--- config.mk ---
export PLATFORM = sky130hd
export DESIGN_NAME = pc_stack_seq_flat
export DESIGN_NICKNAME = d
export VERILOG_FILES = /design/src/rtl/pc_stack_seq_if.sv /design/src/rtl/pc_stack_seq.sv /design/src/flat_wrapper.sv
export SDC_FILE = /design/constraint.sdc
export NUM_CORES = 1
export LEC_CHECK = 0
export ABC_AREA = 1
export CAP_MARGIN = 15
export CORE_MARGIN = 5
export CORE_UTILIZATION = 53
export DETAILED_ROUTE_END_ITERATION = 10
export PLACE_DENSITY = 0.88
export SLEW_MARGIN = 15
export SYNTH_ARGS = -nofsm -noshare
export SYNTH_HDL_FRONTEND = slang
export SYNTH_SLANG_ARGS = --single-unit
export TNS_END_PERCENT = 100
--- constraint.sdc ---
create_clock -name clk -period 2.9 [get_ports clk]
set_clock_uncertainty 0.2 [all_clocks]
set_input_delay 0.725 -clock clk [delete_from_list [all_inputs] [get_ports clk]]
set_output_delay 0.725 -clock clk [all_outputs]
set_load 0.1 [all_outputs]
--- src/rtl/pc_stack_seq_if.sv ---
`default_nettype none
// ============================================================================
// Module   : pc_stack_seq_if
// Brief    : Command / status bundle between the control unit and the
//            program-counter sequencer.
// Revision : 1.0 - initial release
// ============================================================================
interface pc_stack_seq_if #(
    parameter int ADDR_W      = 5,
    parameter int OFFS_W      = 4,
    parameter int STACK_DEPTH = 4
);
    localparam int DEPTH_W = $clog2(STACK_DEPTH + 1);

    // Command strobes and operands (control unit -> sequencer)
    logic                stall;
    logic                inc;
    logic                jmp;
    logic                br;
    logic                call;
    logic                ret;
    logic                clr_flags;
    logic [ADDR_W-1:0]   target;
    logic [OFFS_W-1:0]   offset;

    // Status (sequencer -> control unit / instruction memory)
    logic [ADDR_W-1:0]   pc;
    logic                ovf;
    logic                stack_err;
    logic                stack_empty;
    logic                stack_full;
    logic [DEPTH_W-1:0]  depth;

    modport master (
        output stall, inc, jmp, br, call, ret, clr_flags, target, offset,
        input  pc, ovf, stack_err, stack_empty, stack_full, depth
    );

    modport slave (
        input  stall, inc, jmp, br, call, ret, clr_flags, target, offset,
        output pc, ovf, stack_err, stack_empty, stack_full, depth
    );
endinterface
`default_nettype wire

--- src/rtl/pc_stack_seq.sv ---
`default_nettype none
// ============================================================================
// Module   : pc_stack_seq
// Brief    : Program-counter sequencer with increment, absolute jump, signed
//            relative branch and call/return through a return-address stack.
//            Wrap or saturate on PC overflow; sticky overflow / stack-error.
// Revision : 1.0 - initial release
// ============================================================================
module pc_stack_seq #(
    parameter int ADDR_W      = 5,
    parameter int OFFS_W      = 4,
    parameter int STACK_DEPTH = 4,
    parameter int SATURATE    = 0
) (
    input  wire logic          clk,
    input  wire logic          rstn,
    pc_stack_seq_if.slave      bus
);
    localparam int DEPTH_W = $clog2(STACK_DEPTH + 1);
    // Two guard bits: one for sign, one so PC+offset never aliases past MAX.
    localparam int SUM_W   = ADDR_W + 2;

    localparam logic [ADDR_W-1:0]  c_PC_MAX     = '1;
    localparam logic [DEPTH_W-1:0] c_DEPTH_FULL = DEPTH_W'(STACK_DEPTH);

    logic [ADDR_W-1:0]  pc_q,    pc_d;
    logic               ovf_q,   ovf_d;
    logic               err_q,   err_d;
    logic [DEPTH_W-1:0] depth_q, depth_d;
    logic [ADDR_W-1:0]  stack_q [STACK_DEPTH];

    logic               w_push;
    logic               w_empty;
    logic               w_full;
    logic [ADDR_W-1:0]  w_top;
    logic [ADDR_W-1:0]  w_pc_inc;
    logic [SUM_W-1:0]   w_br_sum;
    logic               w_br_neg;
    logic               w_br_high;

    assign w_empty   = (depth_q == '0);
    assign w_full    = (depth_q == c_DEPTH_FULL);
    assign w_pc_inc  = pc_q + ADDR_W'(1);
    assign w_br_sum  = {{(SUM_W-OFFS_W){bus.offset[OFFS_W-1]}}, bus.offset}
                     + {2'b00, pc_q};
    assign w_br_neg  = w_br_sum[SUM_W-1];
    assign w_br_high = !w_br_neg && w_br_sum[ADDR_W];

    // Select the entry at depth-1 as the return address.
    always_comb begin
        w_top = '0;
        for (int i = 0; i < STACK_DEPTH; i++) begin
            if (depth_q == DEPTH_W'(i + 1)) begin
                w_top = stack_q[i];
            end
        end
    end

    // Next-state decode: one command acts per cycle, ret > call > jmp > br > inc.
    always_comb begin
        pc_d    = pc_q;
        ovf_d   = ovf_q;
        err_d   = err_q;
        depth_d = depth_q;
        w_push  = 1'b0;
        if (!bus.stall) begin
            // Clearing first lets a same-cycle error set the flag again.
            if (bus.clr_flags) begin
                ovf_d = 1'b0;
                err_d = 1'b0;
            end
            if (bus.ret) begin
                if (w_empty) begin
                    err_d = 1'b1;
                end else begin
                    pc_d    = w_top;
                    depth_d = depth_q - DEPTH_W'(1);
                end
            end else if (bus.call) begin
                if (w_full) begin
                    err_d = 1'b1;
                end else begin
                    w_push  = 1'b1;
                    pc_d    = bus.target;
                    depth_d = depth_q + DEPTH_W'(1);
                end
            end else if (bus.jmp) begin
                pc_d = bus.target;
            end else if (bus.br) begin
                if (w_br_neg) begin
                    ovf_d = 1'b1;
                    pc_d  = (SATURATE != 0) ? '0 : w_br_sum[ADDR_W-1:0];
                end else if (w_br_high) begin
                    ovf_d = 1'b1;
                    pc_d  = (SATURATE != 0) ? c_PC_MAX : w_br_sum[ADDR_W-1:0];
                end else begin
                    pc_d  = w_br_sum[ADDR_W-1:0];
                end
            end else if (bus.inc) begin
                if (pc_q == c_PC_MAX) begin
                    ovf_d = 1'b1;
                    pc_d  = (SATURATE != 0) ? c_PC_MAX : '0;
                end else begin
                    pc_d  = w_pc_inc;
                end
            end
        end
    end

    // Control state register with asynchronous reset.
    always_ff @(posedge clk or negedge rstn) begin
        if (!rstn) begin
            pc_q    <= '0;
            ovf_q   <= 1'b0;
            err_q   <= 1'b0;
            depth_q <= '0;
        end else begin
            pc_q    <= pc_d;
            ovf_q   <= ovf_d;
            err_q   <= err_d;
            depth_q <= depth_d;
        end
    end

    // Return-address storage; contents are don't-care after reset.
    always_ff @(posedge clk) begin
        for (int i = 0; i < STACK_DEPTH; i++) begin
            if (w_push && (depth_q == DEPTH_W'(i))) begin
                stack_q[i] <= w_pc_inc;
            end
        end
    end

    assign bus.pc          = pc_q;
    assign bus.ovf         = ovf_q;
    assign bus.stack_err   = err_q;
    assign bus.stack_empty = w_empty;
    assign bus.stack_full  = w_full;
    assign bus.depth       = depth_q;
endmodule
`default_nettype wire

--- src/flat_wrapper.sv ---
// flat-port wrapper written by rule: the top's interface ports become plain ports
module pc_stack_seq_flat 
#(
    parameter int ADDR_W      = 5,
    parameter int OFFS_W      = 4,
    parameter int STACK_DEPTH = 4,
    parameter int SATURATE    = 0
)
  (clk, rstn, bus_stall, bus_inc, bus_jmp, bus_br, bus_call, bus_ret, bus_clr_flags, bus_target, bus_offset, bus_pc, bus_ovf, bus_stack_err, bus_stack_empty, bus_stack_full, bus_depth);
  pc_stack_seq_if #(.ADDR_W(ADDR_W), .OFFS_W(OFFS_W), .STACK_DEPTH(STACK_DEPTH)) bus_i ();
  input  wire logic clk;
  input  wire logic rstn;
  input wire logic [$bits(bus_i.stall)-1:0] bus_stall;
  input wire logic [$bits(bus_i.inc)-1:0] bus_inc;
  input wire logic [$bits(bus_i.jmp)-1:0] bus_jmp;
  input wire logic [$bits(bus_i.br)-1:0] bus_br;
  input wire logic [$bits(bus_i.call)-1:0] bus_call;
  input wire logic [$bits(bus_i.ret)-1:0] bus_ret;
  input wire logic [$bits(bus_i.clr_flags)-1:0] bus_clr_flags;
  input wire logic [$bits(bus_i.target)-1:0] bus_target;
  input wire logic [$bits(bus_i.offset)-1:0] bus_offset;
  output wire logic [$bits(bus_i.pc)-1:0] bus_pc;
  output wire logic [$bits(bus_i.ovf)-1:0] bus_ovf;
  output wire logic [$bits(bus_i.stack_err)-1:0] bus_stack_err;
  output wire logic [$bits(bus_i.stack_empty)-1:0] bus_stack_empty;
  output wire logic [$bits(bus_i.stack_full)-1:0] bus_stack_full;
  output wire logic [$bits(bus_i.depth)-1:0] bus_depth;
  assign bus_i.stall = bus_stall;
  assign bus_i.inc = bus_inc;
  assign bus_i.jmp = bus_jmp;
  assign bus_i.br = bus_br;
  assign bus_i.call = bus_call;
  assign bus_i.ret = bus_ret;
  assign bus_i.clr_flags = bus_clr_flags;
  assign bus_i.target = bus_target;
  assign bus_i.offset = bus_offset;
  assign bus_pc = bus_i.pc;
  assign bus_ovf = bus_i.ovf;
  assign bus_stack_err = bus_i.stack_err;
  assign bus_stack_empty = bus_i.stack_empty;
  assign bus_stack_full = bus_i.stack_full;
  assign bus_depth = bus_i.depth;
  pc_stack_seq #(.ADDR_W(ADDR_W), .OFFS_W(OFFS_W), .STACK_DEPTH(STACK_DEPTH), .SATURATE(SATURATE)) u_core (.clk(clk), .rstn(rstn), .bus(bus_i));
endmodule
Yosys cells after proc, flatten, opt, wreduce, memory -nomap -nowiden --
Memory sizes are Yosys's and may differ from the RTL's. Cells that the tools add are included. W data, S select, Z words.
Word-level totals: register bits 10, bits in writable memories 20, bits of input ports 18, output and inout bits 12, logic and storage cells 83, memories kept 1
Memory list:
- u_core.stack_q | words 4, width 5, rd ports 4, clocked after Yosys merged registers in 0, wr ports 1, line pc_stack_seq.sv:30 | logic [ADDR_W-1:0] stack_q [STACK_DEPTH];
Cells by class: add/sub/neg operators 4, equal/unequal tests 8, multiplexer cells 51, bitwise gates (word level) 1, reductions and logical operators 14
Operators with widths (count):
- $mux W5 | 15
- $mux W1 | 29
- $reduce_or A5 Y1 | 3
- $mux W3 | 4
- $reduce_and A4 Y1 | 2
- $add A4 B6 Y7 | 1
- $eq A3 B2 Y1 const B | 2
- $mux W2 | 3
- $add A5 B1 Y5 const B | 1
- $eq A5 B5 Y1 const B | 1
- $logic_and A1 B1 Y1 | 5
- $reduce_bool A5 Y1 | 1
- $ne A2 B2 Y1 const B | 2
- $add A3 B1 Y3 const B | 1
- $eq A3 B1 Y1 const B | 1
- $eq A3 B3 Y1 const B | 1
- $logic_not A3 Y1 | 1
- $ne A3 B3 Y1 const B | 1
- $sub A3 B1 Y3 const B | 1
- $reduce_bool A2 Y1 | 1
- $logic_not A1 Y1 | 1
- $not A1 Y1 | 1

Logic depth before layout (Yosys ltp) --
depth after elaboration 12, gate-level depth with buffers 13, gate-level depth less buffers 13

Worst setup path before layout --
Ideal clock, no wire load.
kind register to register, from register u_core.depth_q[0], in the netlist u_core.bus.depth[0], to memory u_core.stack_q[3][0] (enable), library setup time 0.374 ns, arrival 2.727 ns, required time 2.326 ns, slack -0.401 ns, stages on the path, launching flop included 7, path buffers 1, period minus slack after synthesis 3.301 ns, cells stage by stage dfrtp_1 inv_1 ha_1 nand2_1 buf_2 inv_1 nor3_1
On the way: longest elaborated chain between the ends 12, elaborated cells on any way between the ends 30, those cells by class 4 x eq/ne; 18 x mux; 8 x reduce/logical
RTL lines:
- start: declaration | line pc_stack_seq.sv:29 | logic [DEPTH_W-1:0] depth_q, depth_d;
- start signal: assignment | line pc_stack_seq.sv:121 | depth_q <= depth_d;
- $eq A3 B3 Y1 * | line pc_stack_seq.sv:42 | assign w_full = (depth_q == c_DEPTH_FULL);
- net bus_stack_full | line flat_wrapper.sv:26 | output wire logic [$bits(bus_i.stack_full)-1:0] bus_stack_full;
- $mux W1 * | line pc_stack_seq.sv:80 | if (w_full) begin
- $mux W1 * | line pc_stack_seq.sv:79 | end else if (bus.call) begin
- $mux W1 * | line pc_stack_seq.sv:72 | if (bus.ret) begin
- $mux W1 * | line pc_stack_seq.sv:66 | if (!bus.stall) begin
- $logic_and A1 B1 Y1 | line pc_stack_seq.sv:128 | if (w_push && (depth_q == DEPTH_W'(i))) begin
- $mux W1 | line pc_stack_seq.sv:128
- $mux W1 (not written as such) | line pc_stack_seq.sv:129 | stack_q[i] <= w_pc_inc;
- $reduce_or A5 Y1 (no line)
- $mux W2 (no line) or $mux W1 (tied branches) (3 in a row)
- end: declaration | line pc_stack_seq.sv:30
Mark *: on every way through the listed nets, which the timed path passes. The rest lies on a longest branch.

Worst setup path in the final report --
from register u_core.depth_q[0], in the netlist u_core.bus.depth[0], to output bus_stack_full
On the way: longest elaborated chain between the ends 1
RTL lines (line):
- $eq A3 B3 Y1 | pc_stack_seq.sv:42
- end: declaration | flat_wrapper.sv:26
No other way between the ends.

==> results.py <==
metrics = {
    "routing": {
        "via_count": 1654,
        "antenna_left": 0,
        "drc": 0,
        "drt-wirelength-per-cell_um": 13.08,
        "dr.first_iter.drc_count": 106,
        "drtPass1Iterations": 4,
        "viasPerCell": 5.218,
        "finalWirelength_mm": 4.146,
    },
    "timing": {
        "rsz0062_at_grt": "false",
        "min_period_over_period_pct": 93.57,
        "slew_violations": 0,
        "setup_violations": 0,
        "fin_crit_ps": 2713,
        "setup_tns_ps": 0,
        "max_freq_ghz": 0.3685,
        "relSlewSlack_pct": 67.31,
        "worst_pin_slew_ps": 488.9,
        "final_hold_viol_count": 0,
        "hold-worst-slack_ps": 331.0,
    },
    "outcome": {
        "status": "finished, final reports clean",
    },
    "worst_setup_path": {
        "crit_chain": "inv_1 > ha_1 > nand2_1 > inv_1 > buf_12",
        "criticalPathCategory": "flip-flop to output port",
        "cpMaxStageDelayCell": "dfrtp_2",
        "critPathArrivalTime_ps": 1790,
        "ff2ff_setup_slack_ps": 700,
        "end_kind": "output port",
        "critPathRequiredTime_ps": 1980,
        "crit_fanout": 11,
        "critical-path-max-stage-delay_ps": 440,
        "path_buf_inv": 3,
        "crit_top_cell": "inv_1",
        "crit_family": "buffers and inverters",
        "critPathLaunchType": "flip-flop",
    },
    "pwr": {
        "switching_share_pct": 54.27,
        "seqPwrFrac_pct": 29.2,
        "p_sw_mw": 1.281,
        "powerDensity_nw_per_um2": 1026,
        "ir_worst_vdd_mv": 0.9484,
        "p_int_mw": 1.080,
        "leakage_nw": 1.073,
        "clock_power_share_pct": 9.8,
        "pwr-share-comb_pct": 61.0,
    },
    "grt": {
        "antenna_found_initial": 0,
        "grtUsageTotal_pct": 17.90,
        "grt_pass1_vias": 1525,
        "grt_max_degree": 12,
        "grt-ovfl-total": 0,
        "grt_pass1_wl_mm": 7.127,
    },
    "final_layout": {
        "final_nets": 303,
        "fill_cells": 277,
        "stdcell_count": 317,
        "areaGrowthSynthToFinish_pct": 21.39,
        "layout-drive-gt1-share_pct": 11.07,
        "diodes": 0,
        "regArea_um2": 853.3,
        "multi_input_area_um2": 919.6,
    },
    "clock_network": {
        "clockBufferDepth": 2,
        "cts-resized-gates": 0,
        "cts_tree": "done",
        "htree_num_levels": 2,
        "cts_made_buffers": 5,
        "hold_buffers": 0,
        "cts.sinks": 30,
        "clkSlewWorstSetupHoldPaths_ps": 100,
        "cts_root_buffer": "clkbuf_4",
        "post-cts-setup-buffer-count": 0,
        "clk-insertion-delay-late_ps": 310,
    },
    "yosys": {
        "synth_area_leaders": "edfxtp_1 (32%), nand2_1 (15%), dfrtp_1 (13%)",
        "async_flop_share_pct": 33.33,
        "synth_enable_flop_cells": 20,
        "syn-cell-area_um2": 1896,
        "synth_top_area_cell": "edfxtp_1",
        "synth.top_cell.area_share_pct": 31.68,
        "synth_common_cells": "nand2_1 (75), inv_1 (27), nor2_1 (24)",
        "ys_warn_count": 0,
        "synth.avg_cell_area_um2": 8.101,
        "seq_area_frac_synth_pct": 44.88,
        "yosysMostFrequentCell": "nand2_1",
        "yosysUniqueCellTypes": 30,
        "yosys_register_bits": 30,
        "syn_nets": 267,
        "syn_inst": 234,
        "ys.flop_type": "edfxtp_1",
    },
    "placement": {
        "globalplace.congestion": 0.8922,
        "dp_hpwl_mm": 3.311,
        "place_inst": 309,
        "numPortBuffers": 29,
    },
    "floorplanning": {
        "dieArea_um2": 4873,
        "pin_count": 30,
        "rows": 21,
        "initial_core_util_pct": 55.92,
        "dieWidth_um": 69.81,
        "die_h_um": 69.81,
        "coreArea_um2": 3390,
    },
    "job": {
        "drv_cap": 0,
    },
    "min_path": {
        "hold_class": "flip-flop to flip-flop",
    },
}
[stage by stage]
stage               cell area (um^2)  total power [mW]  setup WS [ps]  utilization [%]
global route                    2301             2.533          14.57            67.88
floorplan                       1903             1.769          4.590                -
global placement                2251             2.110          227.0            66.41
finish                          2301             2.361          186.6            67.88
CTS                             2301             2.368          164.0            67.88
detailed placement              2251             2.138          139.2            66.41
[power groups by stage]
| stage | Sequential (mW) | Combinational [mW] | Clock (mW) |
|---|---|---|---|
| 2_1_floorplan | 1.09 | 0.674 | 0 |
| 3_3_place_gp | 0.693 | 1.42 | 0 |
| 3_5_place_dp | 0.699 | 1.44 | 0 |
| 4_1_cts | 0.690 | 1.44 | 0.234 |
| 5_1_grt | 0.703 | 1.57 | 0.258 |
| 6_report | 0.690 | 1.44 | 0.231 |
[tightest hold or removal path: cells and delay by family, from the launching register on]
| kind | cells | cell delay [ps] |
|---|---|---|
| flops | 1 | 390 |
| simple gates | 2 | 120 |
[layout by cell type (no fill, tap or decap), drive strengths merged, types with 2 or more instances in the layout]
| cell type | netlist | final |
|---|---|---|
| buf | 3 | 15 |
| ha | 14 | 14 |
| clkinv | 1 | 3 |
| nand3 | 20 | 20 |
| nor3 | 3 | 3 |
| inv | 29 | 29 |
| nand4 | 2 | 2 |
| a21boi | 2 | 2 |
| o21ai | 6 | 6 |
| xor2 | 3 | 3 |
| a21oi | 11 | 11 |
| dfrtp | 10 | 10 |
| nand2 | 76 | 76 |
| clkbuf | 0 | 6 |
| edfxtp | 20 | 20 |
| o211ai | 2 | 2 |
| clkdlybuf4s50 | 0 | 17 |
| nor2 | 25 | 25 |
[final timing paths]
kind / startpoint / end / depth (start not counted)
setup / recovery: u_core.bus.depth[0]$_DFFE_PN0P_ / bus_stack_full / 5
hold / removal: u_core.bus.ovf$_DFFE_PN0N_ / u_core.bus.ovf$_DFFE_PN0N_ / 2
setup reg to reg: u_core.bus.pc[0]$_DFFE_PN0P_ / u_core.bus.pc[4]$_DFFE_PN0P_ / 13
hold reg to reg: u_core.bus.ovf$_DFFE_PN0N_ / u_core.bus.ovf$_DFFE_PN0N_ / 2
max in group asynchronous: rstn / u_core.bus.depth[1]$_DFFE_PN0P_ / 1
min in group asynchronous: rstn / u_core.bus.stack_err$_DFFE_PN0N_ / 1
[final cells by class]
class                           count  area share [%]
Clock buffer                        6           1.794
Clock inverter                      2          0.3806
Inverter                           30           4.894
Multi-Input combinational cell    171           39.97
Sequential cell                    30           37.09
Tap cell                           46           2.501
Timing Repair Buffer               32           13.38
[kinds of logic (layout without fill, tap and decap cells)]
family                   Yosys count  after routing  synth area share [%]
AND/OR/NAND/NOR                  127            127                 27.99
buffers and inverters             33             70                 6.865
flip-flops                        30             30                 44.88
AO/OA/AOI/OAI                     25             25                 8.120
adder cells (fa/ha/maj)           15             15                 10.30
XOR/XNOR                           4              4                 1.849
[registers in the layout (all words and copies together) (netlist names)]
name and count:
u_core.stack_q 20, u_core.bus.pc 5, u_core.bus.depth 3, u_core.bus.ovf 1, u_core.bus.stack_err 1
[layer usage]
layer / global-route usage [%] / routed length, um
met2: 27.49 / 1880
met5: 0 / 0
met4: 3.617 / 44
met3: 4.058 / 277
met1: 25.87 / 1944
Note: power is estimated with default switching activity, not from simulation.
